## config.mk

```make
export PLATFORM = sky130hd
export DESIGN_NAME = if_fetch_stage
export DESIGN_NICKNAME = d
export VERILOG_FILES = /design/src/rtl/if_fetch_stage_pkg.sv /design/src/rtl/if_fetch_stage_decode.sv /design/src/rtl/if_fetch_stage_register.sv /design/src/rtl/if_fetch_stage.sv
export SDC_FILE = /design/constraint.sdc
export NUM_CORES = 1
export LEC_CHECK = 0
export CORE_MARGIN = 5
export CORE_UTILIZATION = 40
export CTS_CLUSTER_SIZE = 20
export DETAILED_ROUTE_END_ITERATION = 7
export GPL_ROUTABILITY_DRIVEN = 0
export GPL_TIMING_DRIVEN = 0
export PLACE_DENSITY = 0.72
export SLEW_MARGIN = 10
export SYNTH_ARGS = -nofsm -noshare
export SYNTH_HDL_FRONTEND = slang
export SYNTH_HIERARCHICAL = 1
export SYNTH_SLANG_ARGS = --single-unit
export TNS_END_PERCENT = 30
```

## constraint.sdc

```tcl
create_clock -name clk -period 4.1 [get_ports clk]
set_input_delay 0.82 -clock clk [delete_from_list [all_inputs] [get_ports clk]]
set_output_delay 0.82 -clock clk [all_outputs]
set_load 0.02 [all_outputs]
```

## src/rtl/if_fetch_stage_pkg.sv

```systemverilog
// Shared types and constants for the instruction-fetch stage.
//   instr_types : decoded instruction record handed to IF/ID.
//   rv32i_types : architectural constants (reset PC, NOP encoding, alignment).
//   ctrl_types  : fetch controller state encoding.

package instr_types;

  // Field-split RV32I word plus every immediate format, pre-extended to 32 bits.
  typedef struct packed {
    logic [6:0]  opcode;
    logic [4:0]  rd;
    logic [2:0]  funct3;
    logic [4:0]  rs1;
    logic [4:0]  rs2;
    logic [6:0]  funct7;
    logic [31:0] imm_i;
    logic [31:0] imm_s;
    logic [31:0] imm_b;
    logic [31:0] imm_u;
    logic [31:0] imm_j;
  } instr_t;

endpackage

package rv32i_types;

  localparam logic [31:0] PC_RESET_DEFAULT = 32'h0000_0060;
  localparam logic [31:0] NOP_WORD         = 32'h0000_0013;  // addi x0, x0, 0
  localparam logic [31:0] ALIGN_MASK       = 32'hFFFF_FFFC;

endpackage

package ctrl_types;

  // REQ : request outstanding (or about to issue) at pc
  // HOLD: returned word parked while downstream stalls
  // DROP: request outstanding across a redirect; its response is thrown away
  typedef enum logic [1:0] {
    REQ  = 2'd0,
    HOLD = 2'd1,
    DROP = 2'd2
  } fetch_state_t;

endpackage

```

## src/rtl/if_fetch_stage_decode.sv

```systemverilog
// Combinational RV32I field extraction and immediate sign-extension.

module instr_decode
  import instr_types::*;
(
  input  logic [31:0] word_i,
  output instr_t      instr_o
);

  assign instr_o = '{
    opcode: word_i[6:0],
    rd:     word_i[11:7],
    funct3: word_i[14:12],
    rs1:    word_i[19:15],
    rs2:    word_i[24:20],
    funct7: word_i[31:25],
    imm_i:  {{20{word_i[31]}}, word_i[31:20]},
    imm_s:  {{20{word_i[31]}}, word_i[31:25], word_i[11:7]},
    imm_b:  {{19{word_i[31]}}, word_i[31], word_i[7], word_i[30:25], word_i[11:8], 1'b0},
    imm_u:  {word_i[31:12], 12'b0},
    imm_j:  {{11{word_i[31]}}, word_i[31], word_i[19:12], word_i[20], word_i[30:21], 1'b0}
  };

endmodule

```

## src/rtl/if_fetch_stage_register.sv

```systemverilog
// Generic loadable register with synchronous active-high reset.

module register #(
  parameter int unsigned          WIDTH     = 32,
  parameter logic [WIDTH-1:0]     RESET_VAL = '0
) (
  input  logic             clk,
  input  logic             rst,
  input  logic             load_i,
  input  logic [WIDTH-1:0] d_i,
  output logic [WIDTH-1:0] q_o
);

  // Reset to RESET_VAL, otherwise capture d_i when load_i is set.
  always_ff @(posedge clk) begin
    // NOTE: non-blocking assignment so every flop samples pre-edge values.
    if (rst) begin
      q_o <= RESET_VAL;
    end else if (load_i) begin
      q_o <= d_i;
    end
  end

endmodule

```

## src/rtl/if_fetch_stage.sv

```systemverilog
// Instruction-fetch stage feeding the IF/ID register.
// Issues one read at a time, parks the returned word during stalls and
// squashes the in-flight response after a redirect.
// Optional build macro FETCH_PERF_CNT_EN adds fetch_cnt / stall_cnt outputs.

module if_fetch_stage
  import instr_types::*, rv32i_types::*, ctrl_types::*;
#(
  parameter logic [31:0] PC_RESET  = PC_RESET_DEFAULT,
  parameter logic [31:0] PC_STRIDE = 32'd4
) (
  input  logic        clk,
  input  logic        rst,
  input  logic        stall,
  input  logic        redirect,
  input  logic [31:0] redirect_pc,
  output logic        imem_read,
  output logic [31:0] imem_address,
  input  logic [31:0] imem_rdata,
  input  logic        imem_resp,
  output logic        if_valid,
  output logic [31:0] if_pc,
  output instr_t      if_instruction
`ifdef FETCH_PERF_CNT_EN
  ,
  output logic [31:0] fetch_cnt,
  output logic [31:0] stall_cnt
`endif
);

  fetch_state_t state_q, state_d;
  logic [31:0]  pc_q, pc_d;
  logic         pc_load;
  logic [31:0]  target_q, target_d;
  logic         target_load;
  logic         valid_q, valid_d;
  logic [31:0]  word_q, word_d;
  logic [31:0]  if_pc_q, if_pc_d;
  logic [31:0]  redirect_tgt;

  assign redirect_tgt = redirect_pc & ALIGN_MASK;

  register #(.WIDTH(32), .RESET_VAL(PC_RESET)) u_pc_reg (
    .clk    (clk),
    .rst    (rst),
    .load_i (pc_load),
    .d_i    (pc_d),
    .q_o    (pc_q)
  );

  register #(.WIDTH(32), .RESET_VAL(PC_RESET)) u_target_reg (
    .clk    (clk),
    .rst    (rst),
    .load_i (target_load),
    .d_i    (target_d),
    .q_o    (target_q)
  );

  // Next-state logic: redirect outranks everything, then response, then stall.
  always_comb begin
    // NOTE: every signal gets a default first so no latch is inferred.
    state_d     = state_q;
    pc_load     = 1'b0;
    pc_d        = pc_q + PC_STRIDE;
    target_load = 1'b0;
    target_d    = redirect_tgt;
    valid_d     = 1'b0;
    word_d      = NOP_WORD;
    if_pc_d     = if_pc_q;

    unique case (state_q)
      REQ: begin
        if (redirect) begin
          if (imem_resp) begin
            // Response lands with the redirect: drop it, refetch at once.
            pc_load = 1'b1;
            pc_d    = redirect_tgt;
          end else begin
            // Read still in flight: remember where to go once it returns.
            target_load = 1'b1;
            state_d     = DROP;
          end
        end else if (imem_resp) begin
          valid_d = 1'b1;
          word_d  = imem_rdata;
          if_pc_d = pc_q;
          if (stall) begin
            state_d = HOLD;
          end else begin
            pc_load = 1'b1;
          end
        end
      end

      HOLD: begin
        if (redirect) begin
          pc_load = 1'b1;
          pc_d    = redirect_tgt;
          state_d = REQ;
        end else if (stall) begin
          valid_d = 1'b1;
          word_d  = word_q;
        end else begin
          pc_load = 1'b1;
          state_d = REQ;
        end
      end

      DROP: begin
        if (imem_resp) begin
          pc_load = 1'b1;
          pc_d    = redirect ? redirect_tgt : target_q;
          state_d = REQ;
        end else if (redirect) begin
          target_load = 1'b1;
        end
      end

      default: state_d = REQ;
    endcase
  end

  // State and presentation registers; bubbles carry a NOP word.
  always_ff @(posedge clk) begin
    if (rst) begin
      state_q <= REQ;
      valid_q <= 1'b0;
      word_q  <= NOP_WORD;
      if_pc_q <= PC_RESET;
    end else begin
      state_q <= state_d;
      valid_q <= valid_d;
      word_q  <= word_d;
      if_pc_q <= if_pc_d;
    end
  end

  assign imem_read    = !rst && (state_q != HOLD);
  assign imem_address = pc_q;
  assign if_valid     = valid_q;
  assign if_pc        = if_pc_q;

  instr_decode u_decode (
    .word_i  (word_q),
    .instr_o (if_instruction)
  );

`ifdef FETCH_PERF_CNT_EN
  logic        accept;
  logic        stall_cycle;
  logic [31:0] fetch_cnt_q;
  logic [31:0] stall_cnt_q;

  assign accept      = (state_q == REQ) && imem_resp && !redirect;
  assign stall_cycle = (state_q == HOLD) || ((state_q == REQ) && !imem_resp);

  // Free-running event counters, wrapping at 2^32.
  always_ff @(posedge clk) begin
    if (rst) begin
      fetch_cnt_q <= '0;
      stall_cnt_q <= '0;
    end else begin
      if (accept) begin
        fetch_cnt_q <= fetch_cnt_q + 32'd1;
      end
      if (stall_cycle) begin
        stall_cnt_q <= stall_cnt_q + 32'd1;
      end
    end
  end

  assign fetch_cnt = fetch_cnt_q;
  assign stall_cnt = stall_cnt_q;
`endif

endmodule

```

==> summary.txt <==
Global routing
  • First-pass GRT wire length: 43.7 mm
  • Antenna violations before repair: 2
  • Vias in the first global route: between 7000 and 8000
  • Pin count of the biggest net entering global routing: between 50 and 60
  • Gr usage total: 0.245
  • Grt ovf: 0

Power and ir drop
  • Psw: approximately 1 mW
  • Max VDD drop: 300 µV
  • Clk pwr share: 0.415
  • Total power: around 3.6 mW
  • Switching share of power: 0.282
  • Reg power frac: 0.384
  • Pwr dens: a little under 300 mW/mm²
  • Leak: around 4.9 nW
  • Internal Power: roughly 2.6 mW
  • Combinational share of power: 0.201

Worst setup path
  • Critical-path cell list: clkdlybuf4s50_1 -> clkbuf_1 -> clkbuf_2 -> nor2_1 -> clkdlybuf4s50_1
  • CP max stage delay: 0.83 ns
  • Crit path required time: approximately 3.3 ns
  • Crit path capture type: output port
  • Arr. time, crit path: 3.10 ns
  • CP Launch Type: primary input
  • WP buf/inv: 4
  • Reg2reg start: u_pc_reg/q_o[3]
  • R2R Path End: u_pc_reg/q_o[16]
  • Family with the most delay on the worst path: buffers and inverters
  • Reg2reg setup slack: 1.70 ns
  • Critical path type: in -> out
  • CP max stage cell: clkdlybuf4s50_1
  • Critical Path Fanout Max: 11
  • Crit path from: rst
  • Cell mode on critical path: clkdlybuf4s50_1
  • Reg2Reg Depth: 8

Yosys
  • XOR/XNOR Fraction of Synth Area: 0.0120
  • Post-synth cell types: 56
  • Post-synth EDFFs: 0
  • Compound-Gate Fraction of Synth Area: 0.160
  • Seq/Total Area, Yosys: 0.326
  • Async SR Flop Fraction: 0
  • Adder-cell share of the synthesized area: 0.00156
  • Synthesized area: 0.00804 mm²
  • Mux share of post-synthesis cell area: 0.0797
  • #FFs+latches synth: between 100 and 150
  • Mapped Cells: 988
  • Ys flop type: dfxtp_1
  • Largest family of logic cells by synthesized area: buffers and inverters
  • Syn. warnings: 6
  • Post-Synth Simple-Gate Area: 0.186
  • Syn_area_per_cell: around 8 µm²

Timing
  • Final Cycle Share: 0.956
  • Worst slew margin: 0.397
  • RSZ-0062 raised after global routing: false
  • Least-Margin Pin Slew: approximately 0.9 ns
  • Setup Viol. Count Final: 0
  • Total negative slack: 0 ns
  • Clock Skews: 0.0116 ns
  • Fin. Hold Viols: 0
  • Peak Freq: 0.255 GHz
  • Final min period: 3.92 ns
  • Fin. max-slew vios: 0
  • Setup WS post-layout: 0.181 ns
  • Min Hold Slack: 0.453 ns

Worst hold path
  • WHS Path Cells: 2
  • Hold crit path type: reg -> reg
  • Min-delay src: word_q[3]
  • Endpoint, Worst Hold: word_q[3]

Floorplanning
  • Die H: around 150 µm
  • Top Ports: 327
  • Core area: 0.0196 mm²
  • Die X: 152 µm
  • Die ar.: about 0.023 mm²
  • Initial Util: 0.410
  • Row count: between 50 and 60

Clock tree
  • Setup Buffers After CTS: 0
  • CTS tree: yes
  • CTS max path bufs: 2
  • H-Tree Depth: 4
  • Insertion delay to the later sink of the worst-skew pair: 0.42 ns
  • Sink Count: between 100 and 150
  • Cts bufs inserted: 17
  • Hold-fix buffers at CTS: 0
  • Clock slew at reported path FFs: roughly 0.050 ns
  • CTS Root Cell: clkbuf_16

Routing
  • DRT met1 WL: 11.0 mm
  • DRC violation count after routing: 0
  • Pre-Repair DR Iteration Count: 6
  • Starting DRT DRC Count: ~630
  • Met2 WL post-DR: between 10 and 15 mm
  • DR WL/cell: 18.3 µm
  • Vias per inst: 5.08
  • Max layer used: met4
  • Routed wire length: between 20 and 30 mm
  • Total number of vias: around 8200
  • Met3 wire len: 2.66 mm
  • Detail Route Antenna Nets: 0

Place
  • Hpwl dp: 22.9 mm
  • Place WS: 0.0130 ns
  • Cell Area, Placed: 0.0115 mm²
  • Port Buf Inserts: 310
  • Placed cell count: 1578

Final layout
  • Layout cell share with drive strength beyond 1: 0.193
  • Filler cell count in the final layout: 1797
  • Commonest non-fill, non-tap cell in the layout: clkdlybuf4s50_1
  • Post-layout util: 0.619
  • Post-route insts no fill: approximately 1600
  • Most frequent cells in the layout: clkdlybuf4s50_1 (310), buf_4 (194), nand2_1 (151)
  • Area Growth Syn to Fin: 50.9%
  • Layout net count: 1402
  • Design Area, Final: approximately 0.012 mm²

Flow run
  • Max-Cap Viols: 0

Run status
  • Outcome: finished, final reports clean
state kept, by name, summed over array words and instances (netlist names):
register / count
if_pc: 32
u_pc_reg/q_o: 32
u_target_reg/q_o: 32
word_q: 32
state_q: 2
if_valid: 1
per-layer routing:
metal / up-vias / GRT usage
met2: 460 / 0.425
met4: 0 / 0.115
met1: 3729 / 0.286
met3: 83 / 0.0568
met5: - / 0
li1: 3917 / -
cell type report:
class | instances | area [µm²] | share of cell area
Tap cell | 265 | 332 | 0.0273
Clock inverter | 13 | 138 | 0.0113
Timing Repair Buffer | 311 | 3120 | 0.257
Inverter | 8 | 30.0 | 0.00248
Sequential cell | 131 | 2620 | 0.216
Buffer | 255 | 1840 | 0.152
Multi-Input combinational cell | 608 | 3590 | 0.296
Clock buffer | 18 | 439 | 0.0362
Antenna cell | 3 | 7.51 | 0.000619
power groups by stage:
stage | logic [mW] | registers, mW | clock network, mW
5_1_grt | 0.767 | 1.39 | 1.58
3_5_place_dp | 0.715 | 1.41 | 0
4_1_cts | 0.719 | 1.38 | 1.52
6_report | 0.723 | 1.38 | 1.49
2_1_floorplan | 0.398 | 1.41 | 0
3_3_place_gp | 0.708 | 1.41 | 0
cells in the mapped netlist (3+ instances only):
library cell / number / share of area
buf_4: 194 / 0.18
nand2_1: 151 / 0.071
dfxtp_1: 131 / 0.33
a21oi_1: 80 / 0.050
nor2_1: 73 / 0.034
mux2i_1: 64 / 0.080
clkbuf_1: 34 / 0.016
nand3_1: 23 / 0.014
o22ai_1: 19 / 0.015
a31oi_1: 13 / 0.010
a22o_1: 12 / 0.013
a22oi_1: 12 / 0.011
o21ai_0: 12 / 0.0075
o22a_1: 11 / 0.012
or4_1: 11 / 0.010
buf_2: 10 / 0.0062
nor2b_1: 9 / 0.0070
o31ai_1: 9 / 0.0084
nand4_1: 8 / 0.0062
buf_12: 7 / 0.017
inv_1: 7 / 0.0033
buf_1: 6 / 0.0028
o211ai_1: 6 / 0.0056
xnor2_1: 6 / 0.0065
and3_1: 5 / 0.0039
and4_1: 5 / 0.0054
xor2_1: 5 / 0.0054
a211o_1: 4 / 0.0044
and2_1: 4 / 0.0031
buf_6: 4 / 0.0056
nor3_1: 4 / 0.0025
o221ai_1: 4 / 0.0044
or3_1: 4 / 0.0031
a211oi_1: 3 / 0.0028
a221o_1: 3 / 0.0037
a2bb2oi_1: 3 / 0.0033
a32oi_1: 3 / 0.0033
nand2b_1: 3 / 0.0023
nand4_4: 3 / 0.0079
how the worst max path moves through the flow:
stage / to / cells after the start
after floorplan: if_instruction[107] / 1
after global placement: imem_read / 5
after detailed placement: imem_read / 5
after CTS: imem_read / 5
after global routing: imem_read / 5
final: imem_read / 5
cells by family after synthesis:
family | count (synthesis)
fa+ha+maj | 1
other cells | 2
buf+inv | 263
mux | 64
simple gates | 317
xor+xnor | 11
compound gates | 199
flops | 131
worst reg2reg max path: stages (launching register included):
cell	delay (ns)
dfxtp_1	0.53
ha_1	0.31
and2_1	0.30
nand4_4	0.19
buf_2	0.25
or3_1	0.36
a31oi_1	0.19
mux2i_1	0.10
nor2_1	0.10
repair_timing:
item                                    in CTS  in global routing
endpoints found under the setup margin       0                  1
gates resized for setup                      0                  2
hold endpoints to repair                     0                  0
Power figures use the tool's default switching activity.
==> RTL edit (config.mk and constraints unchanged) <==
The 3 states of `fetch_state_t` get a one-hot encoding in 3 bits.
--- a/src/rtl/if_fetch_stage_pkg.sv
+++ b/src/rtl/if_fetch_stage_pkg.sv
@@ -35,10 +35,10 @@
   // REQ : request outstanding (or about to issue) at pc
   // HOLD: returned word parked while downstream stalls
   // DROP: request outstanding across a redirect; its response is thrown away
-  typedef enum logic [1:0] {
-    REQ  = 2'd0,
-    HOLD = 2'd1,
-    DROP = 2'd2
+  typedef enum logic [2:0] {
+    REQ  = 3'b001,
+    HOLD = 3'b010,
+    DROP = 3'b100
   } fetch_state_t;
 
 endpackage
Formal check against the unedited RTL: same outputs for any inputs over 4 cycles, from zero or initial values and one cycle with rst high; so few cycles prove little.
==> RTL edit against the unedited design <==
Worst setup slack worse by 22 ps. Register-to-register slack hardly changed. Synthesized area is 0.61% higher. Routed wire length is 0.48% lower. Combinational power is 38% higher. Total power is 11% higher. Sequential cell count is 1 higher. Design area is 0.64% higher. Critical path type unchanged.
==> RTL edit: results (changes against the unedited design) <==
* Reg2reg end: u_target_reg/q_o[9]
* Worst-margin pin slew at 674 ps (-225 ps)
* Top post-synthesis cells by area: dfxtp_1, buf_4, mux2i_1
* Max Clock Skew at 9.77 ps (-1.86 ps)
* Hold WS at 451 ps (-2.33 ps)
* Initial antenna violation count at 0 (-2)
* Worst R2R Start: state_q[2]
* Outcome: complete, no violations
* Worst stage delay on the critical path at 810 ps (-20 ps)
* DP Wirelength at 23400 um (+1.9%)
* WL final at 29400 um (-0.48%)
* Sequential-to-total area share from yosys stat at 0.327 (+0.000506)
* LEAKAGE at 4.92 nW (about the same)
* Cell count after placement at 1585 (+0.44%)
* First-pass GRT wire length at 45300 um (+3.7%)
* Total Routing Usage GR at 0.244 (-0.00134)
* Switching part of the total at 0.301 (+0.0192)
* Adder-Cell Fraction of Synth Area at 0.00155 (-0.00000940)
* Pwr Density at 328 nW/um2 (+11%)
* Top cells by count, synth: buf_4, nand2_1, dfxtp_1
* Cells on worst reg2reg path at 9 (+1)
* Ant diodes at 0 (-3)
* Pin count of the biggest net entering global routing at 43 (-16%)
* Vias/cell at 4.99 (-1.9%)
* Synthesized instance count at 991 (+0.30%)
* Worst slack at placement at -22.5 ps (-35.5 ps)
==> RTL edit: final cells by class <==
type | instances | area, um2
inverters | 5 | 18.8
plain buffers | 253 | 1850
multi-input cells | 615 | 3620
flip-flops and latches | 132 | 2640
repair buffers | 310 | 3110
fillers | 1843 | 7830
clock inverters | 14 | 178
clock buffers | 18 | 439
well taps | 270 | 338
==> RTL edit: metal layers <==
layer | global-route usage | part of all wire | up-vias
met1 | 0.286 | 0.40 | 3744
met2 | 0.445 | 0.51 | 382
met3 | 0.0628 | 0.068 | 52
met5 | 0 | 0 | -
met4 | 0.0586 | 0.022 | 0
li1 | - | - | 3883
==> RTL edit: timing repair <==
item | 4_1_cts | 5_1_grt
setup buffers | 0 | 0
endpoints found under the setup margin | 1 | 0
gates resized for setup | 1 | 0
==> RTL edit: critical path: cells and delay by family <==
family | cells | cell delay (ps)
buffers and inverters | 4 | 2180
and+or+nand+nor | 1 | 100
